File: config.mk
export PLATFORM = sky130hd
export DESIGN_NAME = bus_arbiter_n
export DESIGN_NICKNAME = d
export VERILOG_FILES = /design/src/rtl/bus_pkg.sv /design/src/rtl/rr_select.sv /design/src/rtl/bus_arbiter_n.sv
export SDC_FILE = /design/constraint.sdc
export NUM_CORES = 1
export LEC_CHECK = 0
export ABC_AREA = 1
export BUFFER_PORTS_ARGS = -buffer_cell sky130_fd_sc_hd__buf_2
export CAP_MARGIN = 20
export CORE_AREA = 2 2 158 160
export DETAILED_ROUTE_END_ITERATION = 6
export DIE_AREA = 0 0 160 162
export MAX_ROUTING_LAYER = met4
export PLACE_DENSITY_LB_ADDON = 0.25
export SLEW_MARGIN = 40
export SYNTH_ARGS = -nofsm -noshare
export SYNTH_HDL_FRONTEND = slang
export SYNTH_SLANG_ARGS = --single-unit
File: constraint.sdc
create_clock -name clk -period 1.5 [get_ports clk]
set_input_delay 0.3 -clock clk [delete_from_list [all_inputs] [get_ports clk]]
set_output_delay 0.3 -clock clk [all_outputs]
set_load 0.02 [all_outputs]
File: src/rtl/bus_pkg.sv
// Shared types and defaults for the system-bus arbiter family.
package bus_pkg;

    typedef enum logic [1:0] {
        IDLE  = 2'd0,
        ADDR  = 2'd1,
        WDATA = 2'd2,
        RESP  = 2'd3
    } arb_state_t;

    localparam int BEATS_DEFAULT  = 8;
    localparam int WR_BIT_DEFAULT = 12;

endpackage

File: src/rtl/rr_select.sv
// Combinational round-robin picker: first asserted request at or after ptr, modulo N.
module rr_select #(
    parameter int N     = 2,
    parameter int IDX_W = (N > 1) ? $clog2(N) : 1
) (
    input  logic [N-1:0]     req,
    input  logic [IDX_W-1:0] ptr,
    output logic [IDX_W-1:0] idx,
    output logic             valid
);

    always_comb begin
        // NOTE: every output gets a default before the loop so no path leaves it unassigned (no latch).
        idx   = '0;
        valid = 1'b0;
        for (int k = 0; k < N; k++) begin
            if (!valid && req[(int'(ptr) + k) % N]) begin
                valid = 1'b1;
                idx   = IDX_W'((int'(ptr) + k) % N);
            end
        end
    end

endmodule

File: src/rtl/bus_arbiter_n.sv
// N-channel system-bus arbiter: round-robin grant, one transaction outstanding,
// address beat then either BEATS write-data beats or BEATS read-response beats.
module bus_arbiter_n
    import bus_pkg::*;
#(
    parameter int N      = 2,
    parameter int DATA_W = 64,
    parameter int TAG_W  = 13,
    parameter int BEATS  = BEATS_DEFAULT,
    parameter int WR_BIT = WR_BIT_DEFAULT,
    localparam int GW    = (N > 1) ? $clog2(N) : 1
) (
    input  logic                clk,
    input  logic                reset,
    input  logic [N-1:0]        ch_reqcyc,
    input  logic [N*DATA_W-1:0] ch_req,
    input  logic [N*TAG_W-1:0]  ch_reqtag,
    output logic [N-1:0]        ch_reqack,
    output logic [N-1:0]        ch_respcyc,
    output logic [DATA_W-1:0]   ch_resp,
    output logic [TAG_W-1:0]    ch_resptag,
    input  logic [N-1:0]        ch_respack,
    output logic                bus_reqcyc,
    output logic [DATA_W-1:0]   bus_req,
    output logic [TAG_W-1:0]    bus_reqtag,
    input  logic                bus_reqack,
    input  logic                bus_respcyc,
    input  logic [DATA_W-1:0]   bus_resp,
    input  logic [TAG_W-1:0]    bus_resptag,
    output logic                bus_respack,
    output logic [GW-1:0]       grant
);

    localparam int CW = $clog2(BEATS) + 1;

    arb_state_t          state, state_nx;
    logic [GW-1:0]       rr_ptr;
    logic [GW-1:0]       next_ptr;
    logic [CW-1:0]       beat_cnt;
    logic [GW-1:0]       sel_idx;
    logic                sel_valid;
    logic [DATA_W-1:0]   g_req;
    logic [TAG_W-1:0]    g_tag;
    logic                wr_beat, rd_beat, last_beat;

    rr_select #(.N(N), .IDX_W(GW)) u_rr_select (
        .req   (ch_reqcyc),
        .ptr   (rr_ptr),
        .idx   (sel_idx),
        .valid (sel_valid)
    );

    always_comb begin
        g_req     = ch_req[int'(grant)*DATA_W +: DATA_W];
        g_tag     = ch_reqtag[int'(grant)*TAG_W +: TAG_W];
        wr_beat   = (state == WDATA) && bus_reqack;
        rd_beat   = (state == RESP) && bus_respcyc && ch_respack[grant];
        last_beat = (beat_cnt == CW'(BEATS - 1));
        next_ptr  = (grant == GW'(N - 1)) ? '0 : grant + 1'b1;
    end

    // NOTE: sequential state uses non-blocking assignments; reset is sampled on the clock edge.
    always_ff @(posedge clk) begin
        if (reset) state <= IDLE;
        else       state <= state_nx;
    end

    always_comb begin
        state_nx = state;
        case (state)
            IDLE:  if (sel_valid) state_nx = ADDR;
            ADDR: begin
                // A requester that withdraws before acceptance forfeits its turn silently.
                if (!ch_reqcyc[grant])  state_nx = IDLE;
                else if (bus_reqack)    state_nx = g_tag[WR_BIT] ? WDATA : RESP;
            end
            WDATA: if (wr_beat && last_beat) state_nx = IDLE;
            RESP:  if (rd_beat && last_beat) state_nx = IDLE;
            default: state_nx = IDLE;
        endcase
    end

    always_ff @(posedge clk) begin
        if (reset) begin
            grant    <= '0;
            rr_ptr   <= '0;
            beat_cnt <= '0;
        end else begin
            if (state == IDLE && sel_valid)
                grant <= sel_idx;
            if ((state == WDATA || state == RESP) && state_nx == IDLE)
                rr_ptr <= next_ptr;
            if (state == ADDR)
                beat_cnt <= '0;
            else if (wr_beat || rd_beat)
                beat_cnt <= beat_cnt + 1'b1;
        end
    end

    always_comb begin
        bus_reqcyc  = 1'b0;
        bus_req     = '0;
        bus_reqtag  = '0;
        ch_reqack   = '0;
        ch_respcyc  = '0;
        ch_resp     = '0;
        ch_resptag  = '0;
        bus_respack = 1'b0;
        case (state)
            ADDR, WDATA: begin
                bus_reqcyc       = ch_reqcyc[grant];
                bus_req          = g_req;
                bus_reqtag       = g_tag;
                ch_reqack[grant] = bus_reqack;
            end
            RESP: begin
                ch_respcyc[grant] = bus_respcyc;
                ch_resp           = bus_resp;
                ch_resptag        = bus_resptag;
                bus_respack       = ch_respack[grant];
            end
            default: ;
        endcase
    end

endmodule

==> reports/results.txt, run 1 <==
Most frequent cell after synthesis -> nand2_1
Post-synth cell types -> 19
Dpl cell area -> 0.00521 sq mm
Ys flop type -> dfxtp_1
Worst Path Max Fanout -> 14
Die area -> 0.0259 sq mm
Initial antenna violation count -> 3
First-pass GRT wire length -> 26.7 mm
Metal-1 WL -> 7.07 mm
WP data arrival -> 1.47 ns
Top sig layer -> met4
Max Cap Viol -> 0
Max Slew Vio Count -> 0
Pwr Density -> 408 mW/mm^2
Period utilization -> 118%
WP data required -> 1.20 ns
Largest net degree at the start of global routing -> 36
Syn nets -> 767
Crit end category -> output pin
Residual DRC -> 0
Hold Fails Final Rpt -> 0
CORE AREA -> 0.0241 sq mm
Detailed-route wire length -> 19.4 mm
Fmax -> 564 MHz
Buffers on Ports -> 399
Chip width -> 160 um
Clk slew on worst S/H paths -> 0.04 ns
Worst path bufs/invs -> 4
Post-synth top cells -> nand2_1, inv_1, a21oi_1, clkbuf_1, nor2_1
Worst Skew -> 0.00665 ns
CP top delay family -> buffers and inverters
HP Class -> primary input to flip-flop
Longest Clk Path Bufs -> 2
Synth Instances -> 522
Area leader, netlist -> nand2_1
CTS tree -> built
Min Hold Slack -> 0.278 ns
Starting DRT DRC Count -> 205
Slew Limit Headroom -> 85.8%
Vias in the first global route -> 4,869
Layout cell share with drive strength beyond 1 -> 62.3%
Setup violators final -> 166
Routed vias -> 4,894
IO Count -> 400
Worst path max stage delay -> 0.33 ns
CTS sink cnt -> 8
Maximum vdd drop -> 0.303 mV
Failing checks -> negative setup slack
Total grt overflow -> 0
Routed Antenna Nets -> 0
Crit Path Class -> flip-flop to output pin
Synth top area share -> 42.2%
Synth-to-layout area growth -> 201%
Startpoint Class -> flip-flop
Routed length per instance -> 15.2 um
Fin worst setup slack -> -0.274 ns
Htree depth -> 1
Post-synth EDFFs -> 0
RSZ-0062 raised after global routing -> yes
Top cells by area, synth -> nand2_1, a21oi_1, inv_1, dfxtp_1, clkbuf_1
Min cycle time layout -> 1.77 ns
Final instance area -> 0.00694 sq mm
Leak pwr -> 0.00396 uW
Initial core utilization -> 9.56%
GRT Util Overall -> 13.6%
Status -> complete, but fails checks
Die height -> 162 um
Critical path, cell by cell -> inv_2, ha_4, inv_12, buf_16, a21oi_4, buf_6
Synth Warn # -> 0
Placed wire-length estimate -> 15.1 mm
Share of flip-flops with an asynchronous set or reset -> 0%
Cell Area, Synth -> 0.00230 sq mm
Met2 wire len -> 10.6 mm
DR pass1 iterations -> 4
Worst skew pair latency -> 0.24 ns
Sequential area share after synthesis -> 6.95%
CTS root buffer -> clkbuf_16
CTS Buf Count -> 3
Slowest CP cell -> dfxtp_2
Routed vias/inst -> 3.82
Met3 wire len -> 1.30 mm
Rows -> 57
CTS Hold Buffers Added -> 0
Mean area per synthesized cell -> 4.41 sq um
Placer Congestion -> 0.763
Setup TNS -> -34.66 ns
Post-Place Setup Slack -> -0.204 ns
Register bit total from synthesis -> 8
Fillers -> 2,662
Worst Max-Slew Pin Slew -> 0.213 ns
Final nets -> 1,201
metrics by stage:
step                instances  power, uW  utilization [%]
floorplan                 522       1020                -
detailed placement       1258       1800             21.6
finish                   1282       2830             28.8
global route             1282       3000             28.8
global placement         1258       1810             21.6
CTS                      1270       2730             27.0
cell families (layout without fill, tap and decap cells):
group,Yosys count,count (layout),synth area share [%]
AND/OR/NAND/NOR,291,291,48.9
buffers and inverters,130,563,21.7
AO/OA/AOI/OAI,87,87,19.2
flip-flops,8,8,6.95
adder cells (fa/ha/maj),6,6,3.26
other,0,3,0
cell type report:
| type | count | area (sq um) | share of cell area, % |
|---|---|---|---|
| antenna | 3 | 7.51 | 0.108 |
| clock buffer | 4 | 78.8 | 1.14 |
| inverter | 96 | 380 | 5.48 |
| multi-input combinational | 384 | 2290 | 33.0 |
| sequential | 8 | 166 | 2.40 |
| tap | 324 | 405 | 5.84 |
| timing repair buffer | 463 | 3620 | 52.1 |
path summary, 6_finish.rpt:
check / from / endpoint / slack, ns / depth (start not counted)
min: reset / grant / 0.28 / 2
max reg2reg: state[1] / rr_ptr / -0.10 / 9
max: state[0] / bus_req[63] / -0.27 / 6
min reg2reg: beat_cnt[1] / beat_cnt[1] / 0.50 / 2
timing repair:
item / 4_1_cts / 5_1_grt
setup endpoints to repair: 166 / 167
cloned: 6 / 5
pin swaps: 8 / 10
buffers inserted: 2 / 5
gates resized for setup: 321 / 78
cell usage in the layout, fill, tap and decap left out, types with 2 or more instances in the layout:
master	Yosys	final
a21oi_1	86	12
a21oi_2	0	42
a21oi_4	0	32
buf_12	0	10
buf_16	0	5
buf_2	4	249
buf_4	2	80
buf_6	0	110
buf_8	0	4
clkbuf_16	0	7
dfxtp_1	8	5
dfxtp_2	0	2
diode_2	0	3
ha_1	6	3
ha_4	0	2
inv_1	93	72
inv_2	3	22
nand2_1	259	252
nand2_2	2	8
nand3_1	8	5
nand3_2	0	3
nor2_1	13	8
nor2_2	1	4
nor2_4	0	2
nor3_4	0	2
or2_2	2	2
report_power, final:
| part | total [uW] | internal (uW) | switching (uW) |
|---|---|---|---|
| Sequential | 230 | 220 | 9.35 |
| Combinational | 2130 | 1010 | 1120 |
| Clock | 469 | 355 | 114 |
| Total | 2830 | 1590 | 1240 |
metal layers:
layer,up-vias,global-route usage [%]
met2,260,27.3
met5,-,-
li1,2423,-
met1,2191,13.6
met4,0,3.40
met3,20,2.27
flip-flops by register name (all words and copies together), names as in the netlist:
| register | count |
|---|---|
| beat_cnt | 4 |
| grant | 1 |
| rr_ptr | 1 |
| state | 2 |
No activity file was read; power rests on OpenSTA's default activity.
==> run 2, diff against run 1 <==
==> constraint.sdc (replaced) <==
create_clock -name clk -period 1.5 [get_ports clk]
set_input_delay 0.075 -clock clk [delete_from_list [all_inputs] [get_ports clk]]
set_output_delay 0.075 -clock clk [all_outputs]
set_load 0.02 [all_outputs]
==> reports/results.txt, run 2 (synthesis gave the netlist of run 1 again) <==
Period utilization -> 109%
Worst Max-Slew Pin Slew -> 0.249 ns
RSZ-0062 raised after global routing -> yes
Starting DRT DRC Count -> 156
DR pass1 iterations -> 5
Hold Fails Final Rpt -> 0
CTS Buf Count -> 3
Largest net degree at the start of global routing -> 39
Synth-to-layout area growth -> 188%
Setup TNS -> -6.91 ns
Combinational power share -> 73.0%
Routed Antenna Nets -> 0
Placed wire-length estimate -> 13.8 mm
Total grt overflow -> 0
Failing checks -> negative setup slack
Status -> complete, but fails checks
Post-Place Setup Slack -> -0.0443 ns
CTS Hold Buffers Added -> 0
Min cycle time layout -> 1.64 ns
Htree depth -> 1
Max FFs per register -> 4
Largest Register -> beat_cnt
Switching share of power -> 44.7%
Most common cell on crit path -> inv_4
Fmax -> 609 MHz
Rows -> 57
Initial antenna violation count -> 0
Sw Pwr -> 1170 uW
Busiest grt layer -> met2
Residual DRC -> 0
Layout cell share with drive strength beyond 1 -> 64.7%
CTS root buffer -> clkbuf_16
Pwr Density -> 396 mW/mm^2
Maximum vdd drop -> 0.427 mV
Clk slew on worst S/H paths -> 0.04 ns
Final nets -> 1,187
Final Total Pwr -> 2620 uW
Worst Skew -> 0.00113 ns
Worst Path Max Fanout -> 9
Slowest CP cell -> dfxtp_4
First-pass GRT wire length -> 25.4 mm
Startpoint Class -> flip-flop
Final instance area -> 0.00663 sq mm
Worst skew pair latency -> 0.24 ns
Chip width -> 160 um
Most frequent cells in the layout -> buf_2, nand2_1, buf_4, buf_6, inv_1
HP Class -> primary input to flip-flop
Buffers on Ports -> 399
Critical path, cell by cell -> inv_4, ha_4, inv_4, buf_12, clkbuf_16, a21oi_2, buf_4
Routed vias -> 4,785
Register share of total power -> 8.8%
Die area -> 0.0259 sq mm
Dpl cell area -> 0.00484 sq mm
CP top delay family -> buffers and inverters
Leak pwr -> 0.00413 uW
WP data required -> 1.42 ns
Routed vias/inst -> 3.78
Longest Clk Path Bufs -> 2
Worst path max stage delay -> 0.37 ns
Clk pwr share -> 18.2%
GRT Util Overall -> 12.7%
Fillers -> 2,750
Setup violators final -> 98
CTS tree -> built
Vias in the first global route -> 4,414
WP data arrival -> 1.57 ns
Met1 usage -> 15.0%
Largest registers -> beat_cnt x4, state x2
Die height -> 162 um
CTS sink cnt -> 8
Core Util, Final -> 27.5%
Int Power -> 1450 uW
Initial core utilization -> 9.56%
Crit end category -> output pin
Placer Congestion -> 0.809
Worst path bufs/invs -> 5
Slew Limit Headroom -> 83.4%
Crit Path Class -> flip-flop to output pin
Most common cell after layout, fill and taps aside -> buf_2
CORE AREA -> 0.0241 sq mm
Routed length per instance -> 14.7 um
Antenna Cells -> 0
Met2 GRT Util -> 23.4%
Max Cap Viol -> 0
M3 GR Usage -> 1.58%
IO Count -> 400
Total area of sequential cells -> 171 sq um
Detailed-route wire length -> 18.6 mm
Multi-input gate area -> 0.00233 sq mm
Max Slew Vio Count -> 0
Fin worst setup slack -> -0.142 ns
run 2: cell types whose count changed in the layout (fill, tap and decap cells not counted), sizes merged:
cell and delta:
inv -1, diode -3, bufbuf +1, buf -16, clkbuf +1, clkinv +1
run 2: final timing paths:
check | start | endpoint | slack, ns | cells after the start
worst max register to register | state[0] | rr_ptr | -0.03 | 9
worst min-delay path | reset | state[1] | 0.06 | 2
worst min register to register | beat_cnt[1] | beat_cnt[1] | 0.50 | 2
worst max-delay path | state[1] | bus_req[36] | -0.14 | 7
run 2: repair_timing:
item | in CTS | in global routing
setup buffers | 8 | 9
pin swaps | 7 | 39
resized for setup | 186 | 219
endpoints found under the setup margin | 156 | 146
gates cloned | 7 | 4
run 2: area by class of cell:
cell class                 instances  share of cell area [%]
timing repair buffer             449                    49.3
multi-input combinational        384                    35.1
tap                              324                    6.11
inverter                          96                    5.74
sequential                         8                    2.58
clock buffer                       4                    1.19
run 2: per-stage QoR:
| step | std cells | hold slack, ns |
|---|---|---|
| CTS | 1252 | 0.0549 |
| floorplan | 522 | 0.139 |
| global placement | 1234 | 0.313 |
| detailed placement | 1234 | 0.302 |
| finish | 1265 | 0.0645 |
| global route | 1265 | 0.0720 |
run 2: per-layer routing:
layer,vias to the layer above,part of all wire (%)
li1,2390,-
met1,2187,40
met2,197,54
met3,11,5.5
met4,0,1.2
met5,-,0
run 2: power by group through the flow:
stage               Sequential (uW)  Combinational (uW)  Clock (uW)
global route                    233                2050         495
floorplan                       232                 684           0
global placement                232                1400           0
finish                          232                1920         477
detailed placement              233                1400           0
CTS                             233                1700         491
run 2: worst register-to-register path, cell delays in order, from the launching register on:
cell and delay, ns:
dfxtp_4 0.37, inv_4 0.05, ha_1 0.22, or2_2 0.28, a21oi_1 0.17, a21oi_2 0.06
nor2_2 0.12, nand2_1 0.05, nand2_1 0.07, nor2_2 0.03
